<file path="src/rtl/start_sequencer.sv">
// Start/reset controller: synchronises and debounces the start switch, holds all
// core resets for a programmable time, then releases them in staggered order.
// Optional single-step clock gating is built when START_SEQ_STEP_EN is defined.
module start_sequencer #(
    parameter int SYNC_STAGES     = 2,
    parameter int DEBOUNCE_CYCLES = 8,
    parameter int HOLD_CYCLES     = 4,
    parameter int NUM_RST         = 3,
    parameter int STAGGER_CYCLES  = 2
) (
    input  logic               clk,
    input  logic               reset,
    input  logic               startSwitch,
`ifdef START_SEQ_STEP_EN
    input  logic               stepMode,
    input  logic               stepButton,
`endif
    output logic [NUM_RST-1:0] coreReset,
    output logic               running,
    output logic [1:0]         state,
    output logic               clkEnable
);

    localparam int DW = $clog2(DEBOUNCE_CYCLES) + 1;
    localparam int HW = $clog2(HOLD_CYCLES) + 1;
    localparam int SW = $clog2(STAGGER_CYCLES) + 1;

    localparam logic [DW-1:0] DEB_LAST  = DW'(DEBOUNCE_CYCLES - 1);
    localparam logic [DW-1:0] DEB_ONE   = DW'(1);
    localparam logic [HW-1:0] HOLD_LAST = HW'(HOLD_CYCLES - 1);
    localparam logic [HW-1:0] HOLD_ONE  = HW'(1);
    localparam logic [SW-1:0] STAG_LAST = SW'(STAGGER_CYCLES - 1);
    localparam logic [SW-1:0] STAG_ONE  = SW'(1);

    typedef enum logic [1:0] {
        ST_ASSERT  = 2'd0,
        ST_HOLD    = 2'd1,
        ST_RELEASE = 2'd2,
        ST_RUN     = 2'd3
    } state_t;

    logic [SYNC_STAGES-1:0] sync_r;
    logic                   sw_s;
    logic [DW-1:0]          deb_cnt_r;
    logic                   db_r;
    logic                   run_en_s;

    state_t                 state_r;
    logic [NUM_RST-1:0]     core_reset_r;
    logic                   running_r;
    logic                   clk_enable_r;
    logic [HW-1:0]          hold_cnt_r;
    logic [SW-1:0]          stag_cnt_r;

    assign sw_s = sync_r[SYNC_STAGES-1];

    // Metastability chain on the raw start switch
    always_ff @(posedge clk) begin
        if (reset) begin
            sync_r <= '0;
        end else begin
            sync_r <= {sync_r[SYNC_STAGES-2:0], startSwitch};
        end
    end

    // Accept a new switch level only after it persists DEBOUNCE_CYCLES cycles
    always_ff @(posedge clk) begin
        if (reset) begin
            deb_cnt_r <= '0;
            db_r      <= 1'b0;
        end else if (sw_s != db_r) begin
            if (deb_cnt_r == DEB_LAST) begin
                db_r      <= sw_s;
                deb_cnt_r <= '0;
            end else begin
                deb_cnt_r <= deb_cnt_r + DEB_ONE;
            end
        end else begin
            deb_cnt_r <= '0;
        end
    end

`ifdef START_SEQ_STEP_EN
    logic [SYNC_STAGES-1:0] mode_sync_r;
    logic [SYNC_STAGES-1:0] btn_sync_r;
    logic [DW-1:0]          btn_cnt_r;
    logic                   btn_db_r;
    logic                   btn_db_d_r;

    // Synchronise step inputs and debounce the step button
    always_ff @(posedge clk) begin
        if (reset) begin
            mode_sync_r <= '0;
            btn_sync_r  <= '0;
            btn_cnt_r   <= '0;
            btn_db_r    <= 1'b0;
            btn_db_d_r  <= 1'b0;
        end else begin
            mode_sync_r <= {mode_sync_r[SYNC_STAGES-2:0], stepMode};
            btn_sync_r  <= {btn_sync_r[SYNC_STAGES-2:0], stepButton};
            btn_db_d_r  <= btn_db_r;
            if (btn_sync_r[SYNC_STAGES-1] != btn_db_r) begin
                if (btn_cnt_r == DEB_LAST) begin
                    btn_db_r  <= btn_sync_r[SYNC_STAGES-1];
                    btn_cnt_r <= '0;
                end else begin
                    btn_cnt_r <= btn_cnt_r + DEB_ONE;
                end
            end else begin
                btn_cnt_r <= '0;
            end
        end
    end

    // In step mode only a fresh debounced press enables one core clock
    always_comb begin
        run_en_s = 1'b1;
        if (mode_sync_r[SYNC_STAGES-1]) begin
            run_en_s = btn_db_r & ~btn_db_d_r;
        end else begin
            run_en_s = 1'b1;
        end
    end
`else
    // Free-running core clock whenever the core runs
    always_comb begin
        run_en_s = 1'b1;
    end
`endif

    // Sequencer: hold, staggered release, run, abort when the switch drops
    always_ff @(posedge clk) begin
        if (reset) begin
            state_r      <= ST_ASSERT;
            core_reset_r <= {NUM_RST{1'b1}};
            running_r    <= 1'b0;
            clk_enable_r <= 1'b0;
            hold_cnt_r   <= '0;
            stag_cnt_r   <= '0;
        end else begin
            case (state_r)
                ST_ASSERT: begin
                    core_reset_r <= {NUM_RST{1'b1}};
                    running_r    <= 1'b0;
                    clk_enable_r <= 1'b0;
                    hold_cnt_r   <= '0;
                    stag_cnt_r   <= '0;
                    if (db_r) begin
                        state_r <= ST_HOLD;
                    end else begin
                        state_r <= ST_ASSERT;
                    end
                end
                ST_HOLD: begin
                    if (!db_r) begin
                        state_r      <= ST_ASSERT;
                        core_reset_r <= {NUM_RST{1'b1}};
                        running_r    <= 1'b0;
                        clk_enable_r <= 1'b0;
                        hold_cnt_r   <= '0;
                        stag_cnt_r   <= '0;
                    end else if (hold_cnt_r == HOLD_LAST) begin
                        state_r      <= ST_RELEASE;
                        core_reset_r <= core_reset_r << 1'b1;
                        hold_cnt_r   <= '0;
                        stag_cnt_r   <= '0;
                    end else begin
                        hold_cnt_r <= hold_cnt_r + HOLD_ONE;
                    end
                end
                ST_RELEASE: begin
                    // Zero-filling left shift releases channels lowest first
                    if (!db_r) begin
                        state_r      <= ST_ASSERT;
                        core_reset_r <= {NUM_RST{1'b1}};
                        running_r    <= 1'b0;
                        clk_enable_r <= 1'b0;
                        hold_cnt_r   <= '0;
                        stag_cnt_r   <= '0;
                    end else if (!core_reset_r[NUM_RST-1]) begin
                        state_r      <= ST_RUN;
                        running_r    <= 1'b1;
                        clk_enable_r <= run_en_s;
                        stag_cnt_r   <= '0;
                    end else if (stag_cnt_r == STAG_LAST) begin
                        core_reset_r <= core_reset_r << 1'b1;
                        stag_cnt_r   <= '0;
                    end else begin
                        stag_cnt_r <= stag_cnt_r + STAG_ONE;
                    end
                end
                ST_RUN: begin
                    if (!db_r) begin
                        state_r      <= ST_ASSERT;
                        core_reset_r <= {NUM_RST{1'b1}};
                        running_r    <= 1'b0;
                        clk_enable_r <= 1'b0;
                        hold_cnt_r   <= '0;
                        stag_cnt_r   <= '0;
                    end else begin
                        core_reset_r <= '0;
                        running_r    <= 1'b1;
                        clk_enable_r <= run_en_s;
                    end
                end
                default: begin
                    state_r      <= ST_ASSERT;
                    core_reset_r <= {NUM_RST{1'b1}};
                    running_r    <= 1'b0;
                    clk_enable_r <= 1'b0;
                    hold_cnt_r   <= '0;
                    stag_cnt_r   <= '0;
                end
            endcase
        end
    end

    assign coreReset = core_reset_r;
    assign running   = running_r;
    assign state     = state_r;
    assign clkEnable = clk_enable_r;

endmodule

</file>
<file path="config.mk">
export PLATFORM = sky130hd
export DESIGN_NAME = start_sequencer
export DESIGN_NICKNAME = d
export VERILOG_FILES = /design/src/rtl/start_sequencer.sv
export SDC_FILE = /design/constraint.sdc
export NUM_CORES = 1
export LEC_CHECK = 0
export CORE_MARGIN = 1.5
export CORE_UTILIZATION = 45
export CTS_CLUSTER_SIZE = 8
export DETAILED_ROUTE_END_ITERATION = 8
export GPL_TIMING_DRIVEN = 0
export PLACE_DENSITY = 0.67
export SLEW_MARGIN = 20
export SYNTH_ARGS = -nofsm -noshare
export SYNTH_HDL_FRONTEND = slang
export SYNTH_SLANG_ARGS = --single-unit
</file>
<file path="constraint.sdc">
create_clock -name clk -period 3.5 [get_ports clk]
set_clock_uncertainty 0.05 [all_clocks]
set_input_delay 0.7 -clock clk [delete_from_list [all_inputs] [get_ports clk]]
set_output_delay 0.7 -clock clk [all_outputs]
set_load 0.05 [all_outputs]
</file>
After elaboration in Yosys (flattened, before gate mapping)
Index checks and enable logic that the tools add are counted.
{"block": "totals", "wordCells": 64, "inputBits": 3, "regBits": 18, "out_inout_bits": 7}
{"block": "classes", "n_reduce_logical": 8, "n_bitwise": 1, "n_addsub": 3, "muxes": 29, "eq_ne": 14}
{"operator": "2-to-1 mux 3 bit", "n": 9}
{"operator": "2-to-1 mux 2 bit", "n": 10}
{"operator": "one-hot mux 2 bit (4 select lines)", "n": 2}
{"operator": "!= test 3 bit, second input constant", "n": 4}
{"operator": "one-hot mux 3 bit (4 select lines)", "n": 1}
{"operator": "one-hot mux 3 bit (3 select lines)", "n": 1}
{"operator": "!= test 2 bit, second input constant", "n": 3}
{"operator": "AND reduction 2 bit", "n": 3}
{"operator": "AND reduction 3 bit", "n": 2}
{"operator": "2-to-1 mux 1 bit", "n": 5}
{"operator": "adder 4 x 1 -> 4 bit, second input constant", "n": 1}
{"operator": "equality test 2 x 1 -> 1 bit, second input constant", "n": 2}
{"operator": "equality test 2 bit, second input constant", "n": 2}
{"operator": "equality test 4 x 3 -> 1 bit, second input constant", "n": 1}
{"operator": "one-hot mux 1 bit (4 select lines)", "n": 1}
{"operator": "adder 3 x 1 -> 3 bit, second input constant", "n": 1}
{"operator": "equality test 3 x 2 -> 1 bit, second input constant", "n": 1}
{"operator": "OR reduction 3 bit", "n": 1}
{"operator": "adder 2 x 1 -> 2 bit, second input constant", "n": 1}
{"operator": "zero test 2 bit", "n": 1}
{"operator": "OR reduction 2 bit", "n": 1}
{"operator": "!= test 1 bit", "n": 1}
{"operator": "NOT 1 bit", "n": 1}

Logic depth before layout (Yosys ltp)
{"block": "logic_depth", "depth_word": 5, "ltp_mapped": 4}

Worst setup path before layout
OpenSTA, ideal clock, no wires.
{"block": "synth_path", "path_kind": "flip-flop to output port", "startpoint": "reg clkEnable (netlist name)", "endpoint": "out running", "path_stages_with_launch": 2, "slack_ps": 1836, "t_arrival_ps": 914, "t_required_ps": 2750, "path_buffers": 1, "path_cell_list": "dfxtp_1 > buf_4"}
{"item": "to (decl)", "line_no": "19", "text": "output logic running,"}

Final worst setup path
{"block": "layout_path", "startpoint": "reg state_r[1], in the netlist state[1]", "endpoint": "out state[1]"}
{"item": "from (decl)", "line_no": "48", "text": "state_t state_r;"}
{"item": "from (signal assigned)", "line_no": "134", "text": "state_r <= ST_ASSERT;"}
{"item": "from (signal assigned)", "line_no": "149", "text": "state_r <= ST_HOLD;"}
{"item": "from (signal assigned)", "line_no": "151", "text": "state_r <= ST_ASSERT;"}
{"item": "to (decl)", "line_no": "20", "text": "output logic [1:0] state,"}
No word-level cell between the ends.

==> summary.md <==
| Metric | Value |
|---|---|
| First-pass GRT wire length | 2530 microns |
| Maximum VDD drop | 0.235 mV |
| CTS tree | yes |
| RSZ-0062 raised after global routing | false |
| Die span in x | roughly 46 microns |
| Worst stage delay on the critical path | about 0.85 ns |
| Reg2Reg Setup Slack | around 2.0 ns |
| RR Endpoint | coreReset[2] |
| DR vias/cell | ~5.0 |
| Antenna Violating Nets Remaining | 0 |
| Post-cts sizing count | 0 |
| WP data required | between 2 and 3 ns |
| First drt pass iteration count | 4 |
| Sequential Power Share | 0.606 |
| Most area-hungry cell type in the Yosys netlist | dfxtp_1 |
| Area after DPL | about 950 sq um |
| Initial drt markers | 8 |
| Overflow after GRT | 0 |
| Final core occ | 0.569 |
| Final GP Congestion | between 0.7 and 0.8 |
| PD cells | approximately 350 mW/mm^2 |
| Initial antenna violation count | 0 |
| Synth Register Bits | 18 |
| # diodes | 0 |
| Maximum level of the CTS H-tree | 1 |
| Synth top area share | 0.437 |
| Slowest cell on the critical path | clkdlybuf4s50_1 |
| Final worst setup slack | ~1.2 ns |
| Num rows | 15 |
| Max_cap viols | 0 |
| Post-route cell area | ~980 sq um |
| Root buf cell | clkbuf_4 |
| GR Util All Layers | 0.170 |
| Total wire length | about 1400 microns |
| Yosys warns | 0 |
| Clock sink count | 18 |
| Max Buffers Root-to-Sink | 2 |
| CP arrival | 1.59 ns |
| Pint | ~0.00027 W |
| Worst path bufs/invs | 1 |
| Top Ports | 10 |
| Worst r2r path cells | 4 |
| Final Slew Violations | 0 |
| CP cell instances | clkdlybuf4s50_1 |
| Final Hold Vio Count | 0 |
| Crit share post-route | 0.668 |
| Area contributors post-synth | dfxtp_1 (44%), nor2_1 (4.1%), buf_6 (4.1%), nand2b_1 (3.8%), a21oi_1 (3.6%) |
| Setup crit start | state[1] |
| Clk slew on worst S/H paths | around 0.1 ns |
| Worst setup EP type | output pin |
| Sw Pwr | roughly 0.000068 W |
| Worst-Margin Slew | around 0.5 ns |
| IO buf count | 9 |
| Dpl ws | roughly 1.4 ns |
| Fmax | about 430 MHz |
| Critical path depth | 1 |
| Pin count of the biggest net entering global routing | 11 |
| Post-route minimum period | about 2.3 ns |
| Vias | roughly 610 |
| Lkg Pwr | 0.426 nW |
| WS Path Type | reg -> out |
| Sequential fraction of the synthesis area | 0.437 |
| TritonCTS Buffers | 3 |
| Worst setup SP type | flop |
| Initial core utilization | 0.478 |
| Die height | 45.8 microns |
| Synthesized area | 825 sq um |
| DP HPWL | roughly 1000 microns |
| Area growth syn-to-layout | 19.1% |
| Final setup fails | 0 |
| Core area | 0.00173 sq mm |
| Status | finished, final reports clean |
| FF-to-FF Start | hold_cnt_r[0] |
| Hold Buf Count CTS | 0 |
| Post-Syn Instances | 84 |
| Die area | 0.00210 sq mm |
| CP max FO | 5 |
| Share of layout cells above drive strength 1 | 0.113 |
| Hold/Removal Path Class | reg -> reg |
| Nets@finish | just over 100 |
| Total negative slack | 0 ns |
| Sw Ratio | 0.199 |
| DR DRC count | 0 |
| Worst skew pair latency | 0.29 ns |
| Syn_nets | 89 |
| Netlist cell types | 30 |
| CP delay by family, top | buffers and inverters |
| Number of global-route vias before repair | about 570 |
| Clock network power share | 0.373 |
| Drt wl/cell | 11.7 microns |
| Post-CTS setup buffer count | 0 |
| Mean area per synthesized cell | 9.82 sq um |
| End of the critical path | state[1] |
| Logic pwr share | 0.021 |
| Max_slew headroom | 0.667 |
[Yosys cell counts]
master	instances
a21o_1	1
a21oi_1	6
a221oi_1	2
and3b_1	2
and4bb_2	1
buf_4	1
buf_6	3
clkbuf_1	1
dfxtp_1	18
ha_1	2
inv_1	5
mux2i_1	2
nand2_1	1
nand2b_1	5
nand3_1	3
nand3b_1	4
nand3b_4	1
nor2_1	9
nor2b_1	3
nor2b_4	1
nor3b_1	1
o2111ai_1	1
o211ai_1	1
o21bai_1	1
o22ai_1	1
o31a_1	2
or3_1	1
or3b_1	1
or4_1	1
xor2_1	3
[cell type report]
cell class              count  area [sq um]
fillers                   172           744
clock buffers               4          36.3
well taps                  25          31.3
multi-input cells          56           400
flip-flops and latches     18           360
plain buffers               5          45.0
inverters                   5          18.8
repair buffers              9          90.1
[cells by family after synthesis]
group / Yosys count / synth area share
mux: 2 / 0.0243
buf+inv: 10 / 0.0774
simple gates: 34 / 0.275
xor+xnor: 3 / 0.0319
compound gates: 15 / 0.124
flops: 18 / 0.437
fa+ha+maj: 2 / 0.0303
[flip-flops by register name (all words and copies together), names as in the netlist]
| name | flops |
|---|---|
| deb_cnt_r | 4 |
| clkEnable | 1 |
| hold_cnt_r | 3 |
| db_r | 1 |
| state | 2 |
| stag_cnt_r | 2 |
| coreReset | 3 |
| sync_r | 2 |
[layout by cell type (no fill, tap or decap), types with 2 or more instances in the layout]
cell             Yosys  layout
and3b_1              2       2
nor2b_1              3       3
a21oi_1              6       6
nand2b_1             5       5
xor2_1               3       3
mux2i_1              2       2
clkdlybuf4s50_1      0       9
ha_1                 2       2
clkbuf_4             0       3
nand3b_1             4       4
o31a_1               2       2
buf_6                3       3
dfxtp_1             18      18
a221oi_1             2       2
inv_1                5       5
nor2_1               9       9
nand3_1              3       3
[metal layers]
| metal | track usage | vias to the layer above | wire (microns) |
|---|---|---|---|
| li1 | - | 316 | - |
| met1 | 0.262 | 282 | 763 |
| met2 | 0.225 | 9 | 601 |
| met3 | 0.0238 | 4 | 28 |
| met4 | 0.0857 | 0 | 29 |
| met5 | 0 | - | 0 |
[metrics by stage]
| step | instances | total power [W] | hold WS (ns) |
|---|---|---|---|
| after floorplan | 84 | 0.000215 | 0.364 |
| after global placement | 118 | 0.000218 | 0.371 |
| after detailed placement | 118 | 0.000219 | 0.372 |
| after CTS | 122 | 0.000346 | 0.398 |
| after global routing | 122 | 0.000353 | 0.414 |
| final | 122 | 0.000341 | 0.393 |
[power by group through the flow]
| stage | clock network (W) | registers, W | logic, W |
|---|---|---|---|
| 2_1_floorplan | 0 | 0.000211 | 0.00000356 |
| 3_3_place_gp | 0 | 0.000211 | 0.00000696 |
| 3_5_place_dp | 0 | 0.000211 | 0.00000709 |
| 4_1_cts | 0.000132 | 0.000207 | 0.00000713 |
| 5_1_grt | 0.000138 | 0.000207 | 0.00000797 |
| 6_report | 0.000127 | 0.000207 | 0.00000700 |
[worst min-delay path by stage]
stage	startpoint	end	depth (start not counted)
2_1_floorplan	sync_r[0]	sync_r[1]	1
3_3_place_gp	sync_r[0]	sync_r[1]	1
3_5_place_dp	sync_r[0]	sync_r[1]	1
4_1_cts	sync_r[0]	sync_r[1]	1
5_1_grt	sync_r[0]	sync_r[1]	1
6_report	sync_r[0]	sync_r[1]	1
No activity file was read; power rests on OpenSTA's default activity.
==> RTL edit, RTL diff (same flow settings) <==
The option `START_SEQ_STEP_EN` is turned on by a define.
--- a/src/rtl/start_sequencer.sv
+++ b/src/rtl/start_sequencer.sv
@@ -2,4 +2,6 @@
 // core resets for a programmable time, then releases them in staggered order.
 // Optional single-step clock gating is built when START_SEQ_STEP_EN is defined.
+`define START_SEQ_STEP_EN
+
 module start_sequencer #(
     parameter int SYNC_STAGES     = 2,
Interface: changed (added stepButton and stepMode); port bits go from 10 to 12. The function was not compared with the original's and may differ.
==> RTL edit against the unedited design <==
  * Area after synthesis grew 48%
  * Sequential cell count rose by 11
  * Count of clock-buffer cells in the layout increased by 3
  * Hold slack lost 0.0029 ns
  * Worst setup slack got worse by 0.099 ns
  * Power grew 62%
  * Wire length is 48% higher
  * Cell area is 45% higher
  * Largest cell class is now registers
==> RTL edit: results (changes against the unedited design) <==
The mux share of post-synthesis cell area is 2.46% (+0.036 points). In this run the critical register-to-register path is captured at coreReset[0]$_SDFFE_PP1P_. The proportion of layout cells with a drive suffix above 1 came out at 11.5% (+0.17 points). The worst-case hold slack is 0.390 ns (-0.00291 ns). The average cell area after synthesis is 10.1 µm² (+2.6%).

The arrival time at the worst endpoint came out at 1.69 ns (+0.10 ns). The total of plain and repair buffers excluding clock buffers is 16 (+2). The number of buffers created by CTS came out at 5 (+2). The worst slack at placement is 1.44 ns (+0.00105 ns). The global-route wire length before repair came out at 3410 µm (+35%). The met2 wirelength from detailed routing came out at 885 µm (+47%).

The total number of H-tree levels is 2 (+1). The path with the worst hold slack has its endpoint at btn_sync_r[1]$_SDFF_PP0_. The overall fraction of global-route tracks in use came to 17.4% (+0.35 points). The number of global-route vias before repair came out at 808 (+42%). The iteration-0 DRC count of the detailed router came out at 16 (+8). The source-to-sink clock delay at the later pin of the worst-skew pair is 0.33 ns (+0.04 ns). The multi-input combinational cell count came to 81 (+45%).

The inverter count is 6 (+1). The maximum fanout count along the critical path is 6 (+1). The worst setup slack for register-to-register paths came to 2.12 ns (+0.08 ns). The arithmetic-cell share of the synthesized area counting full adders, half adders and majority gates was 3.08% (+0.045 points).

The wire length per cell after detailed routing is 12.5 µm (+7.0%). The post-placement cell area is 1370 µm² (+44%). The met1 usage in global routing came out at 20.5% (-5.7 points). The number of distinct standard cells referenced by the synthesized netlist came out at 35 (+17%). The flow ran to the end, and the final reports show no timing, DRC or antenna violations.
RTL edit: cell types whose count changed in the layout (fill, tap and decap cells not counted), sizes merged, moves of 3 or more:
| cell | change |
|---|---|
| clkbuf | +4 |
| dfxtp | +11 |
| nor2 | +3 |
| nor2b | +7 |
| xor2 | +3 |
RTL edit: worst max path at each step:
stage	end	from	depth (start not counted)	slack [ns]
floorplan	coreReset[2]	coreReset[2]$_SDFFE_PP1P_	0	2.03
global placement	coreReset[2]	coreReset[2]$_SDFFE_PP1P_	1	1.43
detailed placement	coreReset[2]	coreReset[2]$_SDFFE_PP1P_	1	1.44
CTS	coreReset[2]	coreReset[2]$_SDFFE_PP1P_	1	1.06
global route	coreReset[2]	coreReset[2]$_SDFFE_PP1P_	1	1.00
finish	coreReset[2]	coreReset[2]$_SDFFE_PP1P_	1	1.06
